`src/rtl/h_cw_deserializer_12.sv`:
```
// Serial-to-parallel front end for the 12-bit SECDED Hamming decoder.
// Hunts for a start-of-frame strobe and shifts in CW_WIDTH bits MSB-first.
// Completed words are parked in a one-entry output register with a valid/ready
// handshake, and that register drives the decoder codeword input directly.
// Framing aborts (Sof mid-frame, inter-bit timeout) and overrun drops are
// reported as one-cycle registered pulses. A saturating counter tallies drops.
module h_cw_deserializer_12 #(
  parameter int CW_WIDTH = 12,
  parameter int TIMEOUT  = 16,
  parameter int DROP_W   = 8
) (
  input  logic                i_Clk,
  input  logic                i_Rst_n,
  input  logic                i_SerData,
  input  logic                i_SerValid,
  input  logic                i_Sof,
  output logic [CW_WIDTH-1:0] o_CodeWord,
  output logic                o_CwValid,
  input  logic                i_CwReady,
  output logic                o_FrameErr,
  output logic                o_Overrun,
  output logic [DROP_W-1:0]   o_DropCnt
);

  localparam int CNT_W = $clog2(CW_WIDTH + 1);
  localparam int TMR_W = $clog2(TIMEOUT + 1);

  typedef enum logic {
    IDLE  = 1'b0,
    SHIFT = 1'b1
  } state_t;

  state_t              state;
  // Only the first CW_WIDTH-1 bits are ever stored; the last bit is taken
  // straight from the line when the word completes.
  logic [CW_WIDTH-2:0] shift_q;
  logic [CNT_W-1:0]    bit_cnt;
  logic [TMR_W-1:0]    idle_tmr;

  logic                sof_strobe;
  logic                complete;
  logic                restart;
  logic                timeout;
  logic                load;
  logic                drop;
  logic [CW_WIDTH-1:0] word_next;

  // Decode the events of this cycle from the FSM state and the serial inputs.
  // NOTE: every signal driven here gets a default first, so no path through
  // the block leaves one unassigned and no latch is inferred.
  always_comb begin
    sof_strobe = 1'b0;
    complete   = 1'b0;
    restart    = 1'b0;
    timeout    = 1'b0;
    load       = 1'b0;
    drop       = 1'b0;
    word_next  = {shift_q, i_SerData};

    sof_strobe = i_SerValid & i_Sof;
    if (state == SHIFT) begin
      // Completion wins over a Sof flag riding on the last bit.
      complete = i_SerValid && (bit_cnt == CNT_W'(CW_WIDTH - 1));
      restart  = sof_strobe && !complete;
      timeout  = !i_SerValid && (idle_tmr == TMR_W'(TIMEOUT - 1));
    end
    // A completed word lands only if the register is empty or being drained
    // in this very cycle; otherwise it is lost.
    load = complete && (!o_CwValid || i_CwReady);
    drop = complete && o_CwValid && !i_CwReady;
  end

  // Framing FSM: hunt for Sof, collect bits, abort on restart or timeout.
  // NOTE: sequential state is updated with non-blocking assignments only, so
  // every register samples the pre-edge values regardless of statement order.
  always_ff @(posedge i_Clk or negedge i_Rst_n) begin
    if (!i_Rst_n) begin
      state      <= IDLE;
      shift_q    <= '0;
      bit_cnt    <= '0;
      idle_tmr   <= '0;
      o_FrameErr <= 1'b0;
    end else begin
      o_FrameErr <= 1'b0;
      case (state)
        IDLE: begin
          idle_tmr <= '0;
          if (sof_strobe) begin
            shift_q <= {{(CW_WIDTH - 2){1'b0}}, i_SerData};
            bit_cnt <= CNT_W'(1);
            state   <= SHIFT;
          end
        end
        SHIFT: begin
          if (i_SerValid) begin
            idle_tmr <= '0;
            if (complete) begin
              shift_q <= '0;
              bit_cnt <= '0;
              state   <= IDLE;
            end else if (restart) begin
              o_FrameErr <= 1'b1;
              shift_q    <= {{(CW_WIDTH - 2){1'b0}}, i_SerData};
              bit_cnt    <= CNT_W'(1);
            end else begin
              shift_q <= word_next[CW_WIDTH-2:0];
              bit_cnt <= bit_cnt + 1'b1;
            end
          end else if (timeout) begin
            o_FrameErr <= 1'b1;
            shift_q    <= '0;
            bit_cnt    <= '0;
            idle_tmr   <= '0;
            state      <= IDLE;
          end else begin
            idle_tmr <= idle_tmr + 1'b1;
          end
        end
        default: begin
          shift_q  <= '0;
          bit_cnt  <= '0;
          idle_tmr <= '0;
          state    <= IDLE;
        end
      endcase
    end
  end

  // One-entry output register with valid/ready handshake and overrun tally.
  always_ff @(posedge i_Clk or negedge i_Rst_n) begin
    if (!i_Rst_n) begin
      o_CodeWord <= '0;
      o_CwValid  <= 1'b0;
      o_Overrun  <= 1'b0;
      o_DropCnt  <= '0;
    end else begin
      o_Overrun <= drop;
      if (load) begin
        o_CodeWord <= word_next;
        o_CwValid  <= 1'b1;
      end else if (o_CwValid && i_CwReady) begin
        // Accepted: the word stays on the bus, only valid drops.
        o_CwValid <= 1'b0;
      end
      if (drop && (o_DropCnt != '1)) begin
        o_DropCnt <= o_DropCnt + 1'b1;
      end
    end
  end

endmodule

```
`config.mk`:
```
export PLATFORM = sky130hd
export DESIGN_NAME = h_cw_deserializer_12
export DESIGN_NICKNAME = d
export VERILOG_FILES = /design/src/rtl/h_cw_deserializer_12.sv
export SDC_FILE = /design/constraint.sdc
export NUM_CORES = 1
export LEC_CHECK = 0
export CORE_MARGIN = 3
export CORE_UTILIZATION = 35
export CTS_CLUSTER_DIAMETER = 100
export DETAILED_ROUTE_END_ITERATION = 16
export GPL_TIMING_DRIVEN = 0
export REMOVE_ABC_BUFFERS = 1
export SLEW_MARGIN = 20
export SYNTH_ARGS = -nofsm -noshare
export SYNTH_HDL_FRONTEND = slang
export SYNTH_SLANG_ARGS = --single-unit
```
`constraint.sdc`:
```
create_clock -name i_Clk -period 1.95 [get_ports i_Clk]
set_input_delay 0.39 -clock i_Clk [delete_from_list [all_inputs] [get_ports i_Clk]]
set_output_delay 0.39 -clock i_Clk [all_outputs]
set_load 0.01 [all_outputs]
```
---- Word level (Yosys, flattened, before mapping) ----
Index checks and enable logic that the tools add are counted.
word-level totals
  register bits after elaboration ......... 44
  input bits .............................. 6
operators by class
  add/sub/neg operators ................... 3
  eq/ne operators ......................... 5
  mux-type cells .......................... 30
  bitwise gates (word level) .............. 2
  reductions and logical operators ........ 15
operators by type and width
  kind                   count
  $mux W11               5
  $pmux W11 S2           1
  $mux W4                5
  $mux W1                14
  $mux W5                2
  $pmux W5 S2            1
  $add A8 B1 Y8 const B  1
  $logic_and A1 B1 Y1    8
  $ne A8 B8 Y1 const B   1
  $pmux W4 S2            1
  $add A5 B1 Y5 const B  1
  $eq A5 B4 Y1 const B   1
  $add A4 B1 Y4 const B  1
  $eq A4 B4 Y1 const B   1
  $logic_not A1 Y1       4
  $ne A3 B2 Y1 const B   1
  $ne A2 B2 Y1 const B   1
  $pmux W1 S2            1
  $reduce_and A2 Y1      1
  $reduce_bool A2 Y1     1
  $and A1 B1 Y1          1
  $logic_or A1 B1 Y1     1
  $not A1 Y1             1

---- Depth between registers and ports, before layout ----
Gate-level depths: netlist of run 1.
  depth after elaboration ................. 9
  depth in mapped cells ................... 7
  mapped depth without buffers ............ 6

---- Worst setup path before layout of run 1 ----
Ideal clock, no wire load.
  kind .................................... register to register
  start point ............................. register idle_tmr[0]
  end point ............................... register shift_q[0]
  data arrival time ....................... 1532 ps
  slack ................................... 291 ps
  stages on the path, launching flop included .. 7
  path through ............................ dfrtp_1 > ha_1 > and3_1 > ha_1 > a21boi_1 > buf_4 > o21ai_0
on the way
  longest elaborated chain between the ends .. 5
ends and longest elaborated chain
  what                         line  RTL
  from (decl)                  38    logic [TMR_W-1:0] idle_tmr;
  from (signal assigned)       116   idle_tmr <= idle_tmr + 1'b1;
  $eq A5 B4 Y1                 65    timeout = !i_SerValid && (idle_tmr == TMR_W'(TIMEOUT - 1));
  $logic_and A1 B1 Y1          65
  $mux W1                      61    if (state == SHIFT) begin
  $ne A3 B2 Y1 (no line)       n/a
  $reduce_and A2 Y1 (no line)  n/a
  to (signal assigned)         89    shift_q <= {{(CW_WIDTH - 2){1'b0}}, i_SerData};
  to (signal assigned)         103   shift_q <= {{(CW_WIDTH - 2){1'b0}}, i_SerData};
  to (signal assigned)         106   shift_q <= word_next[CW_WIDTH-2:0];
  to (decl)                    36    logic [CW_WIDTH-2:0] shift_q;
No other way between the ends.
A chain may end at the register's enable or synchronous reset.

---- Worst setup path after layout of run 1 ----
  start point ............................. input i_CwReady
  end point ............................... register o_DropCnt[1]
on the way
  longest elaborated chain between the ends .. 3
ends and longest elaborated chain
  what                  line  RTL
  from (decl)           19    input logic i_CwReady,
  $logic_not A1 Y1      70    drop = complete && o_CwValid && !i_CwReady;
  $logic_and A1 B1 Y1   70
  $logic_and A1 B1 Y1   145   if (drop && (o_DropCnt != '1)) begin
  to (signal assigned)  146   o_DropCnt <= o_DropCnt + 1'b1;
  to (decl)             22    output logic [DROP_W-1:0] o_DropCnt
No other way between the ends.

==> results of run 1 <==
[repair_timing]
| action | 4_1_cts | 5_1_grt |
|---|---|---|
| setup endpoints to repair | 26 | 26 |
| endpoints found under the hold margin | 0 | 0 |
| pin swaps | 0 | 2 |
| gates resized for setup | 3 | 1 |
| buffers inserted | 0 | 4 |
[worst paths after layout]
path / cells after the start / endpoint
min reg2reg: 1 / idle_tmr[0]
min in group i_Clk: 1 / idle_tmr[0]
max: 5 / o_DropCnt[1]
min: 1 / o_FrameErr
max in group asynchronous: 2 / bit_cnt[2]
max reg2reg: 5 / o_DropCnt[1]
[per-layer routing]
layer	vias up	GRT usage [%]
li1	575	-
met1	602	14.56
met2	15	20.37
met3	6	3.628
met4	0	4.124
met5	-	0
[sequential cells by signal, summed over array words and instances (netlist names), 4 cells and up]
signal / flops
shift_q: 11
o_DropCnt: 8
idle_tmr: 5
bit_cnt: 4
o_CodeWord: 12
[stage by stage]
stage               std cells  worst slack [ns]  power, mW  setup TNS (ns)  hold slack, ns
finish                    248            0.1124      1.751               0         0.02559
global route              248           0.02359      1.828               0         0.05442
floorplan                 137           0.09211      1.025               0         0.09441
detailed placement        236           -0.5016      1.084          -11.01          0.3574
global placement          235           -0.6193      1.073          -37.64          0.4467
CTS                       244          0.008580      1.765               0         0.03565
[Yosys cell counts]
cell / instances
a21boi_1: 1
a21o_1: 3
a22o_1: 12
a22oi_1: 1
a31oi_1: 1
and3_1: 2
and3b_2: 1
and4_1: 2
buf_2: 3
buf_4: 3
dfrtp_1: 44
ha_1: 4
inv_1: 3
mux2_1: 10
mux2_2: 3
nand2_1: 8
nand2b_1: 1
nand3_1: 5
nand3_2: 1
nand3b_1: 1
nand4_4: 1
nor2_1: 7
nor2_2: 1
nor2b_1: 5
nor3_1: 1
nor3_2: 1
nor3b_1: 1
nor4_2: 2
nor4b_2: 2
o21ai_0: 3
o21ai_2: 1
xnor2_1: 1
xor2_1: 8
[power by group]
| part | internal [mW] | switching (mW) | leakage, nW |
|---|---|---|---|
| Sequential | 0.934 | 0.0261 | 0.604 |
| Clock | 0.380 | 0.296 | 0.0552 |
| Combinational | 0.0512 | 0.0627 | 0.508 |
[logic make-up after synthesis]
group	count (synthesis)	synth area share, %
multiplexers	13	7.790
AO/OA/AOI/OAI	22	9.188
buffers and inverters	9	2.596
adder cells (fa/ha/maj)	4	2.663
AND/OR/NAND/NOR	42	14.98
XOR/XNOR	9	4.195
flip-flops	44	58.59
[area by class of cell]
class | count | area share [%]
tap | 70 | 3.653
sequential | 44 | 45.93
timing repair buffer | 33 | 14.09
clock buffer | 6 | 3.027
multi-input combinational | 90 | 31.37
clock inverter | 2 | 1.461
inverter | 3 | 0.4697
==> reports/results.txt, run 1 <==
Status: finished clean
Power per cell area: 730.2 nW/um^2
CTS root buf: clkbuf_8
Synthesized instance count: 143
Clock skew: 0.008102 ns
GPL Wtd Cong: 0.7551
Die width: 79.28 um
Crit-path cells: clkdlybuf4s50_1 -> nor2b_1 -> nand4_4 -> nor2_1 -> mux2_2
Hold_buf cts: 0
Finished Cell Area: 2397 sq um
Reg clk slew, reported paths: 0.08 ns
Multi-input combinational cell area: 752.0 sq um
Register area: 1101 sq um
Drt total wl: 3414 um
Wire length per cell: 13.77 um
TritonCTS Buffers: 5
1st-iter DRT viols: 50
Metal-1 WL: 1455 um
Slowest stage delay, CP: 0.42 ns
Leakage: 1.167 nW
Final Critical Period: 1.838 ns
Antenna Cells: 0
Final setup vio count: 0
Setup crit end kind: flip-flop
Max-slew headroom: 69.82%
Placement row count: 26
Largest net degree at the start of global routing: 28
Seq/Total Area, Yosys: 58.59%
Post-DP Area: 2225 sq um
Post-DRT Antenna Nets: 0
CTS tree: built
Vias in the first global route: 1241
Synthesized area: 1879 sq um
CTS max path bufs: 2
Highest-count cells in the layout ignoring fill and taps: 44 x dfrtp_1, 27 x clkdlybuf4s50_1, 12 x a22o_1
Worst Path Arrival: 2.02 ns
Yosys warning count: 0
WL met2: 1788 um
Overall routing resource usage: 12.04%
Reg2reg start: bit_cnt[0]
Die ar.: 6285 sq um
Drt pass-1 iters: 4
R2r setup slk: 0.15 ns
Seq cells post-synth: 44
Fmax: 544.2 MHz
Die H: 79.28 um
IO Count: 29
Maximum vdd drop: 0.3088 mV
DR vias/cell: 4.831
Initial Utilization: 36.56%
Placeable Area: 5140 sq um
Yosys top cell by area: dfrtp_1
Distinct cells, synth: 33
Synth area leaders: dfrtp_1 59%, mux2_1 6.0%, a22o_1 5.6%, xor2_1 3.7%, ha_1 2.7%
Core Util, Final: 46.64%
Final-report max-slew violation count: 0
RSZ-0062 raised after global routing: no
Metal3 WL: 119 um
Worst-Skew Late Latency: 0.29 ns
Worst Setup Start Kind: input pin
Port bufs: 28
Area growth syn-to-layout: 27.56%
Most common cell after layout, fill and taps aside: dfrtp_1
GRT Residual Overflow: 0
WP buf/inv: 1
Critical path fanouts, max: 8
Layout Nets: 187
Via count: 1198
FILL cells: 494
DR top layer: met4
Crit Path Class: input pin to flip-flop
Share of the clock period used by the worst path: 94.23%
Initial antenna violation count: 0
CTS sink count: 44
Worst Setup SP: i_CwReady
CP required: 2.13 ns
Worst path slowest cell: clkdlybuf4s50_1
Hold Path Class: input pin to asynchronous set/reset pin
Drt drc: 0
Share of layout cells above drive strength 1: 15.17%
CTS H-tree depth: 2
Max Cap Viol: 0
First-pass GRT wire length: 5899 um
Syn avg cell area: 13.14 sq um
Share of the synthesized area in the top cell type: 58.59%
Slew @ Worst Pin: 0.4527 ns
Hpwl dp: 2385 um
Fin. Hold Viols: 0
CP delay by family, top: simple AND/OR/NAND/NOR gates
Note: power is estimated with default switching activity, not from simulation.
==> inputs of run 2 (changes only) <==
--- a/config.mk
+++ b/config.mk
@@ -11,7 +11,6 @@
 export DETAILED_ROUTE_END_ITERATION = 16
 export GPL_TIMING_DRIVEN = 0
 export REMOVE_ABC_BUFFERS = 1
-export SLEW_MARGIN = 20
 export SYNTH_ARGS = -nofsm -noshare
 export SYNTH_HDL_FRONTEND = slang
 export SYNTH_SLANG_ARGS = --single-unit
==> reports/results.txt, run 2 (synthesis gave the netlist of run 1 again) <==
Reg clk slew, reported paths: 0.07 ns (about the same)
Layout Nets: 185 (-1.1%)
Highest-count cells in the layout ignoring fill and taps: 44 x dfrtp_1, 27 x clkdlybuf4s50_1, 12 x a22o_1
CTS max path bufs: 2 (unchanged)
Initial Utilization: 36.56% (unchanged)
Placed instance count: 236 (unchanged)
Fmax: 545.5 MHz (+0.24%)
Reg-to-Reg End: o_DropCnt[1]
Busiest grt layer: met2
CTS root buf: clkbuf_8
CP required: 2.12 ns (about the same)
Critical path fanouts, max: 8 (unchanged)
M1 GR Usage: 14.35% (-0.21 points)
CTS tree: built
Final-report max-slew violation count: 0 (unchanged)
Placement row count: 26 (unchanged)
Final Critical Period: 1.833 ns (-0.004391 ns)
Maximum vdd drop: 0.5032 mV (+63%)
CTS H-tree depth: 2 (unchanged)
Worst Path Arrival: 2.01 ns (about the same)
DR vias/cell: 4.850 (+0.39%)
Most common cell after layout, fill and taps aside: dfrtp_1
Largest Register: o_CodeWord
Regs by FF count: o_CodeWord (12), shift_q (11), o_DropCnt (8)
IO Count: 29 (unchanged)
RSZ-0062 raised after global routing: no
Vias in the first global route: 1251 (+0.81%)
FILL cells: 489 (-1.0%)
GPL Wtd Cong: 0.7551 (unchanged)
Crit Path Class: input pin to flip-flop
Drt total wl: 3371 um (-1.3%)
Slowest stage delay, CP: 0.42 ns (about the same)
First-pass GRT wire length: 5934 um (+0.59%)
Share of the clock period used by the worst path: 94.01% (-0.23 points)
Hold Path Class: input pin to asynchronous set/reset pin
Max Cap Viol: 0 (unchanged)
Final setup vio count: 0 (unchanged)
Worst path slowest cell: clkdlybuf4s50_1
Crit-path cells: clkdlybuf4s50_1 -> nor2b_1 -> nand4_4 -> nor2_1 -> mux2_2
Max-slew headroom: 62.46% (-7.4 points)
R2r setup slk: 0.15 ns (about the same)
1st-iter DRT viols: 63 (+26%)
Via count: 1193 (-0.42%)
TritonCTS Buffers: 5 (unchanged)
Port bufs: 28 (unchanged)
Fin. Hold Viols: 0 (unchanged)
Worst-Skew Late Latency: 0.29 ns (about the same)
Status: finished clean
Multi-input combinational cell area: 752.0 sq um (unchanged)
Worst Hold Margin: 0.4543 ns (+0.4288 ns)
Reg2reg start: bit_cnt[0]
Drt drc: 0 (unchanged)
Reg2Reg Depth: 5 (unchanged)
Worst Setup Start Kind: input pin
Area growth syn-to-layout: 26.90%
Largest net degree at the start of global routing: 41 (+46%)
Register area: 1101 sq um (unchanged)
Met2 Track Usage GR: 20.71% (+0.34 points)
Drt pass-1 iters: 4 (unchanged)
Fin cells: 246 (-0.81%)
Die ar.: 6285 sq um (unchanged)
Initial antenna violation count: 0 (unchanged)
Die H: 79.28 um (unchanged)
Post-DRT Antenna Nets: 0 (unchanged)
M3 GR Usage: 4.082% (+0.45 points)
Max FFs per register: 12 (unchanged)
Share of layout cells above drive strength 1: 13.64% (-1.5 points)
Setup TNS: 0 ns (unchanged)
Power, Total: 1.735 mW (-0.91%)
Clock skew: 0.007164 ns (-0.0009384 ns)
CTS sink count: 44 (unchanged)
Die width: 79.28 um (unchanged)
Placeable Area: 5140 sq um (unchanged)
Antenna Cells: 0 (unchanged)
Slew @ Worst Pin: 0.5613 ns (+0.1086 ns)
Hpwl dp: 2357 um (-1.2%)
Overall routing resource usage: 12.16% (+0.12 points)
Setup crit end kind: flip-flop
GRT Residual Overflow: 0 (unchanged)
Wire length per cell: 13.70 um (-0.46%)
Power per cell area: 727.4 nW/um^2 (-0.39%)
Leakage: 1.154 nW (-1.1%)
## run 2: cell types whose count changed in the layout (fill, tap and decap cells not counted), sizes merged
cell | before | now
buf | 6 | 3
dlygate4sd3 | 0 | 1
## run 2: cell type report
cell class / instances / area share, %
sequential: 44 / 46.17
clock inverter: 2 / 1.469
tap: 70 / 3.673
multi-input combinational: 90 / 31.53
clock buffer: 6 / 3.043
timing repair buffer: 31 / 13.64
inverter: 3 / 0.4722
## run 2: worst max-delay path by stage
| stage | startpoint | slack (ns) | to |
|---|---|---|---|
| after floorplan | idle_tmr[0] | 0.09 | shift_q[0] |
| after global placement | i_Rst_n | -0.62 | o_CodeWord[1] |
| after detailed placement | i_SerValid | -0.50 | shift_q[0] |
| after CTS | idle_tmr[0] | 0.02 | shift_q[0] |
| after global routing | i_SerValid | 0.002 | bit_cnt[2] |
| final | i_CwReady | 0.12 | o_DropCnt[1] |
## run 2: metal layers
layer,part of all wire [%],vias to the layer above
li1,-,570
met1,42,599
met2,53,18
met3,4.2,6
met4,1.5,0
met5,0,-
## run 2: timing repair
action | in CTS | in global routing
gates resized for setup | 3 | 1
setup endpoints to repair | 26 | 26
hold buffers | 1 | 0
hold endpoints to repair | 4 | 0
pin swaps | 0 | 1
buffers inserted | 0 | 1
## run 2: critical path, delay by kind of cell
kind / cells / cell delay, ns
mux: 1 / 0.35
buf+inv: 1 / 0.42
simple gates: 3 / 0.85
## run 2: power by group
part | switching [mW] | internal, mW
registers | 0.0262 | 0.934
clock network | 0.284 | 0.380
logic | 0.0619 | 0.0485
## run 2: stage by stage
stage                     cell area [sq um]  worst slack [ns]  util [%]
final                                  2385            0.1168     46.40
after detailed placement               2225           -0.4990     43.28
after global placement                 2210           -0.6193     42.99
after floorplan                        1842           0.09211         -
after CTS                              2357           0.01509     45.86
after global routing                   2385          0.002020     46.40
